File: src/rtl/fp_const_sub_pipe_if.sv
// Handshake/data bundle for the constant-minus-x stage of the inverse-sqrt datapath.
//   valid           : float_in/float_in_delay valid this cycle
//   float_in        : subtrahend x (31-bit positive float)
//   float_in_delay  : companion operand carried alongside x
//   float_out       : C - x
//   float_out_delay : float_in_delay, delayed to line up with float_out
//   ready           : float_out/float_out_delay valid this cycle
//   clamp           : x >= C, float_out forced to zero (qualified by ready)
// master drives the inputs and observes the results; slave is the pipeline side.
interface fp_const_sub_pipe_if;
    logic        valid;
    logic [30:0] float_in;
    logic [30:0] float_in_delay;
    logic [30:0] float_out;
    logic [30:0] float_out_delay;
    logic        ready;
    logic        clamp;

    modport master (
        output valid, float_in, float_in_delay,
        input  float_out, float_out_delay, ready, clamp
    );

    modport slave (
        input  valid, float_in, float_in_delay,
        output float_out, float_out_delay, ready, clamp
    );
endinterface

File: src/rtl/fp_const_sub_pipe.sv
// Newton-Raphson correction term: float_out = CONST - float_in, three-stage
// pipeline, one sample per clock, no stall. float_in_delay rides through
// untouched in lockstep with valid.
// Ports:
//   clk : clock, all state on rising edge
//   rst : synchronous active-high reset, clears every pipeline register
//   io  : slave side of fp_const_sub_pipe_if (valid/float_in/float_in_delay in,
//         float_out/float_out_delay/ready/clamp out)
// Float format: [30:23] biased exponent (bias 127), [22:0] mantissa, hidden 1,
// positive values only. Result is truncated (round toward zero).
module fp_const_sub_pipe #(
    parameter logic [30:0] CONST = 31'h3FC00000
) (
    input  logic               clk,
    input  logic               rst,
    fp_const_sub_pipe_if.slave io
);

    localparam logic [7:0]  EC      = CONST[30:23];
    // Minuend significand with hidden one and three guard bits.
    localparam logic [26:0] MC_FULL = {1'b1, CONST[22:0], 3'b000};

    // ---------------- stage 1: compare / align ----------------
    logic [7:0]  ex;
    logic [7:0]  d;
    logic        x_zero;
    logic        x_ge;
    logic [26:0] mx_full;
    logic [26:0] mx_shift;

    always_comb begin
        ex       = io.float_in[30:23];
        x_zero   = (ex == '0);
        // For positive floats the raw word order equals numeric order.
        x_ge     = !x_zero && (io.float_in >= CONST);
        d        = EC - ex;
        mx_full  = {1'b1, io.float_in[22:0], 3'b000};
        mx_shift = '0;
        if (!x_zero && !x_ge && (d <= 8'd26))
            mx_shift = mx_full >> d;
    end

    logic        s1_valid;
    logic        s1_clamp;
    logic [26:0] s1_mx;
    logic [30:0] s1_delay;

    always_ff @(posedge clk) begin
        if (rst) begin
            s1_valid <= 1'b0;
            s1_clamp <= 1'b0;
            s1_mx    <= '0;
            s1_delay <= '0;
        end else begin
            s1_valid <= io.valid;
            s1_clamp <= x_ge;
            s1_mx    <= mx_shift;
            s1_delay <= io.float_in_delay;
        end
    end

    // ---------------- stage 2: subtract / leading-zero count ----------------
    logic [26:0] diff;
    logic [4:0]  lz;

    always_comb begin
        diff = MC_FULL - s1_mx;
        // 27 means diff == 0; ascending scan so the highest set bit wins.
        lz = 5'd27;
        for (int unsigned i = 0; i < 27; i++) begin
            if (diff[i])
                lz = 5'(26 - i);
        end
    end

    logic        s2_valid;
    logic        s2_clamp;
    logic [26:0] s2_diff;
    logic [4:0]  s2_lz;
    logic [30:0] s2_delay;

    always_ff @(posedge clk) begin
        if (rst) begin
            s2_valid <= 1'b0;
            s2_clamp <= 1'b0;
            s2_diff  <= '0;
            s2_lz    <= '0;
            s2_delay <= '0;
        end else begin
            s2_valid <= s1_valid;
            s2_clamp <= s1_clamp;
            s2_diff  <= diff;
            s2_lz    <= lz;
            s2_delay <= s1_delay;
        end
    end

    // ---------------- stage 3: normalise / pack ----------------
    logic signed [9:0] norm_exp;
    logic [22:0]       norm_mant;
    logic [30:0]       result;

    always_comb begin
        norm_exp  = $signed({2'b00, EC}) - $signed({5'b00000, s2_lz});
        // Hidden one lands on bit 26; keep bits [25:3], drop the guard bits.
        norm_mant = 23'((s2_diff << s2_lz) >> 3);
        result    = {norm_exp[7:0], norm_mant};
        if (s2_clamp || (s2_diff == '0) || (norm_exp <= 10'sd0))
            result = '0;
    end

    // Outputs hold between samples; only ready is qualified.
    always_ff @(posedge clk) begin
        if (rst) begin
            io.ready           <= 1'b0;
            io.float_out       <= '0;
            io.float_out_delay <= '0;
            io.clamp           <= 1'b0;
        end else begin
            io.ready <= s2_valid;
            if (s2_valid) begin
                io.float_out       <= result;
                io.float_out_delay <= s2_delay;
                io.clamp           <= s2_clamp;
            end
        end
    end

endmodule

File: src/flat_wrapper.sv
// flat-port wrapper written by rule: the top's interface ports become plain ports
module fp_const_sub_pipe_flat 
#(
    parameter logic [30:0] CONST = 31'h3FC00000
)
  (clk, rst, io_valid, io_float_in, io_float_in_delay, io_float_out, io_float_out_delay, io_ready, io_clamp);
  fp_const_sub_pipe_if io_i ();
  input  logic clk;
  input  logic rst;
  input wire logic [$bits(io_i.valid)-1:0] io_valid;
  input wire logic [$bits(io_i.float_in)-1:0] io_float_in;
  input wire logic [$bits(io_i.float_in_delay)-1:0] io_float_in_delay;
  output wire logic [$bits(io_i.float_out)-1:0] io_float_out;
  output wire logic [$bits(io_i.float_out_delay)-1:0] io_float_out_delay;
  output wire logic [$bits(io_i.ready)-1:0] io_ready;
  output wire logic [$bits(io_i.clamp)-1:0] io_clamp;
  assign io_i.valid = io_valid;
  assign io_i.float_in = io_float_in;
  assign io_i.float_in_delay = io_float_in_delay;
  assign io_float_out = io_i.float_out;
  assign io_float_out_delay = io_i.float_out_delay;
  assign io_ready = io_i.ready;
  assign io_clamp = io_i.clamp;
  fp_const_sub_pipe #(.CONST(CONST)) u_core (.clk(clk), .rst(rst), .io(io_i));
endmodule
File: config.mk
export PLATFORM = sky130hd
export DESIGN_NAME = fp_const_sub_pipe_flat
export DESIGN_NICKNAME = d
export VERILOG_FILES = /design/src/rtl/fp_const_sub_pipe_if.sv /design/src/rtl/fp_const_sub_pipe.sv /design/src/flat_wrapper.sv
export SDC_FILE = /design/constraint.sdc
export NUM_CORES = 1
export LEC_CHECK = 0
export CAP_MARGIN = 30
export CORE_MARGIN = 2
export CORE_UTILIZATION = 51
export DETAILED_ROUTE_END_ITERATION = 16
export PLACE_DENSITY = 0.78
export SLEW_MARGIN = 15
export SYNTH_ARGS = -nofsm -noshare
export SYNTH_HDL_FRONTEND = slang
export SYNTH_SLANG_ARGS = --single-unit
File: constraint.sdc
create_clock -name clk -period 4.63 [get_ports clk]
set_input_delay 1.389 -clock clk [delete_from_list [all_inputs] [get_ports clk]]
set_output_delay 1.389 -clock clk [all_outputs]
set_load 0.02 [all_outputs]
==> summary.md <==
| Metric | Value |
|---|---|
| Clock slew at reported path FFs | 70 ps |
| Routed WL | 20800 µm |
| Hold Violations, Final | 0 |
| Status | finished clean |
| Final worst slack | 1200 ps |
| Fin area | 11300 µm² |
| Drt pass-1 iters | 5 |
| Largest area contributor in the netlist | dfxtp_1 |
| # IOs | 129 |
| Clk pwr share | 0.415 |
| Post-DR vias/cell | 5.61 |
| Synthesized Nets | 1120 |
| CTS tree | done |
| Crit-path max cell delay | 1010 ps |
| Initial core utilization | 0.518 |
| Post-synthesis compound-gate area fraction | 0.137 |
| Placed Cells | 1336 |
| Gate Count Post-Synth | 1053 |
| Post-Place Setup Slack | 777 ps |
| Comb power frac | 0.107 |
| Final Max Tran Viols | 0 |
| Post-CTS resize count | 0 |
| Worst Tran Pin Value | 910 ps |
| Area share of the largest cell type after synthesis | 0.402 |
| Die area | 19400 µm² |
| Synth Cell Area | 9310 µm² |
| Largest net degree at the start of global routing | 88 |
| Critical-path top delay cell | clkdlybuf4s50_1 |
| Cell Chain, Critical Path | clkdlybuf4s50_1 > buf_4 > nand3_1 > nor2_1 > a31oi_1 > nand3_1 > inv_1 > nand2_1 > a211oi_1 |
| Pwr/cell area | 309 nW/µm² |
| Port bufs | 127 |
| Clock buffer depth | 2 |
| Num CTS Buffers | 17 |
| Synth unique cells | 68 |
| Commonest non-fill, non-tap cell in the layout | dfxtp_1 |
| Post-CTS Setup Inserts | 0 |
| Top cell by count, worst path | nand3_1 |
| Clk root buf | clkbuf_16 |
| Adder-cell share of the synthesized area | 0.00269 |
| Data arrival, critical path | 3730 ps |
| WP buf/inv | 3 |
| Min-delay worst type | register to register |
| Achievable Freq | 291 MHz |
| Congestion Overflow GR | 0 |
| Critical Path RT | 4920 ps |
| Post-synthesis to final-layout area growth | 21.1% |
| Sw Pwr | 0.918 mW |
| Setup_tns | 0 ps |
| Share of cells above drive strength 1 | 0.0965 |
| Final Critical Period | 3430 ps |
| Sequential Power Share | 0.478 |
| Post-synth ARST share | 0 |
| DRC errors left | 0 |
| CTS sink cnt | 187 |
| Fin cells | 1369 |
| Final setup vio count | 0 |
| Hold WS | 436 ps |
| Relative slew slack | 0.388 |
| Rows | 49 |
| Post-Synth XOR/XNOR Area | 0.0179 |
| Nets | 1194 |
| Most frequent cells in the layout | dfxtp_1 (186), nor2_1 (155), clkdlybuf4s50_1 (126), nor2b_1 (79) |
| # H-tree levels | 4 |
| Post-DP HPWL | 15200 µm |
| CP max FO | 17 |
| Setup crit end kind | register |
| Core box area | 18000 µm² |
| Clock latency on the worst-skew pair | 430 ps |
| Initial antenna violation count | 0 |
| Crit share post-route | 0.742 |
| Top delay family on crit path | buffers and inverters |
| Post-synth EDFFs | 0 |
| Multiplexer share of the synthesized area | 0.159 |
| Post-DP Area | 10600 µm² |
| Routed len/inst | 15.2 µm |
| Clock skew | 12.6 ps |
| Vias in the first global route | 6984 |
| GP Congestion | 0.913 |
| Top post-synthesis cells by area | dfxtp_1 (40%), mux4_2 (8.2%), mux2i_1 (7.1%) |
| Tot GR Track Use | 0.217 |
| Max Cap Viol | 0 |
| Synth Area in Simple Gates | 0.234 |
| Top FF cell, synth | dfxtp_1 |
| Routed vias | 7681 |
| Iter 0 DRT Violations | 468 |
| First-pass GRT wire length | 34800 µm |
| RSZ-0062 raised after global routing | no |
| Post-CTS Hold Fix Bufs | 0 |
| Die Ht | 139 µm |
| Yosys reg bits | 187 |
| Synth warn | 0 |
| Antenna Nets Post-Route | 0 |
| Syn_area_per_cell | 8.84 µm² |
| Sequential fraction of the synthesis area | 0.402 |
| Sw frac | 0.263 |
| Antenna Cells | 0 |
| CP Launch Type | input pin |
| Largest family of logic cells by synthesized area | simple AND/OR/NAND/NOR gates |
| Leakage power | 4.20 nW |
| P_int | 2.57 mW |
| Die X-Extent | 139 µm |
| Maximum vdd drop | 324 µV |
| CP Class | input pin to register |
| Fillers | 1448 |
[final cells by class]
class,count,area (µm²),area share
tap,229,287,0.0254
timing repair buffer,144,1420,0.126
sequential,187,3740,0.332
inverter,18,67.6,0.00599
clock buffer,17,425,0.0377
clock inverter,15,185,0.0164
multi-input combinational,759,5140,0.456
[stage by stage]
stage	utilization	total power [mW]
floorplan	-	1.95
finish	0.628	3.49
global placement	0.591	2.07
CTS	0.627	3.52
global route	0.628	3.63
detailed placement	0.593	2.08
[synth_stat cells, types with 5 or more instances]
| library cell | instances |
|---|---|
| a211oi_1 | 20 |
| nand2b_1 | 10 |
| nor3_1 | 27 |
| mux2i_1 | 66 |
| or2_2 | 5 |
| mux2_2 | 5 |
| and3_1 | 5 |
| o211ai_1 | 11 |
| a21oi_1 | 48 |
| nor2b_1 | 80 |
| clkbuf_1 | 68 |
| or3_1 | 8 |
| inv_1 | 14 |
| a31oi_1 | 13 |
| and2_1 | 13 |
| dfxtp_1 | 187 |
| buf_2 | 5 |
| o22ai_1 | 7 |
| o31ai_1 | 7 |
| nor4_1 | 13 |
| xnor2_1 | 10 |
| a22oi_1 | 18 |
| nand2_1 | 66 |
| o21ai_0 | 41 |
| xor2_1 | 9 |
| nand3_1 | 24 |
| buf_1 | 12 |
| nor2_1 | 155 |
| mux4_2 | 34 |
[power by group through the flow]
stage               registers, mW  clock network (mW)  logic, mW
floorplan                    1.71                   0      0.242
global placement             1.70                   0      0.370
detailed placement           1.70                   0      0.373
CTS                          1.67                1.48      0.375
global route                 1.67                1.55      0.412
finish                       1.67                1.45      0.375
[path summary, 6_finish.rpt]
| kind | endpoint | slack (ps) | depth (start not counted) | startpoint |
|---|---|---|---|---|
| setup / recovery | u_core.s1_mx[12]$_SDFF_PP0_ | 1200 | 9 | io_float_in[23] |
| hold / removal | u_core.s2_delay[9]$_SDFF_PP0_ | 440 | 1 | u_core.s1_delay[9]$_SDFF_PP0_ |
| setup reg to reg | u_core.s2_lz[1]$_SDFF_PP0_ | 1250 | 8 | u_core.s1_mx[8]$_SDFF_PP0_ |
| hold reg to reg | u_core.s2_delay[9]$_SDFF_PP0_ | 440 | 1 | u_core.s1_delay[9]$_SDFF_PP0_ |
[flip-flops by register name, summed over array words and instances (netlist names), 5 cells and up]
| register | flops |
|---|---|
| u_core.io.float_out | 29 |
| u_core.s2_delay | 31 |
| u_core.s1_mx | 27 |
| u_core.s1_delay | 31 |
| u_core.s2_diff | 27 |
| u_core.io.float_out_delay | 31 |
| u_core.s2_lz | 5 |
[logic make-up after synthesis]
| kind of cell | after synthesis |
|---|---|
| AOI/OAI and AO/OA | 198 |
| DFF | 187 |
| buffers and inverters | 107 |
| adders and majority gates | 2 |
| other | 1 |
| and+or+nand+nor | 434 |
| xor gates and xnor gates | 19 |
| muxes | 105 |
[metal layers]
| layer | up-vias | global-route usage | part of all wire |
|---|---|---|---|
| li1 | 3867 | - | - |
| met1 | 3539 | 0.279 | 0.44 |
| met2 | 237 | 0.369 | 0.49 |
| met3 | 38 | 0.0342 | 0.044 |
| met4 | 0 | 0.0819 | 0.027 |
| met5 | - | 0 | 0 |
(Power assumes the default switching activity.)
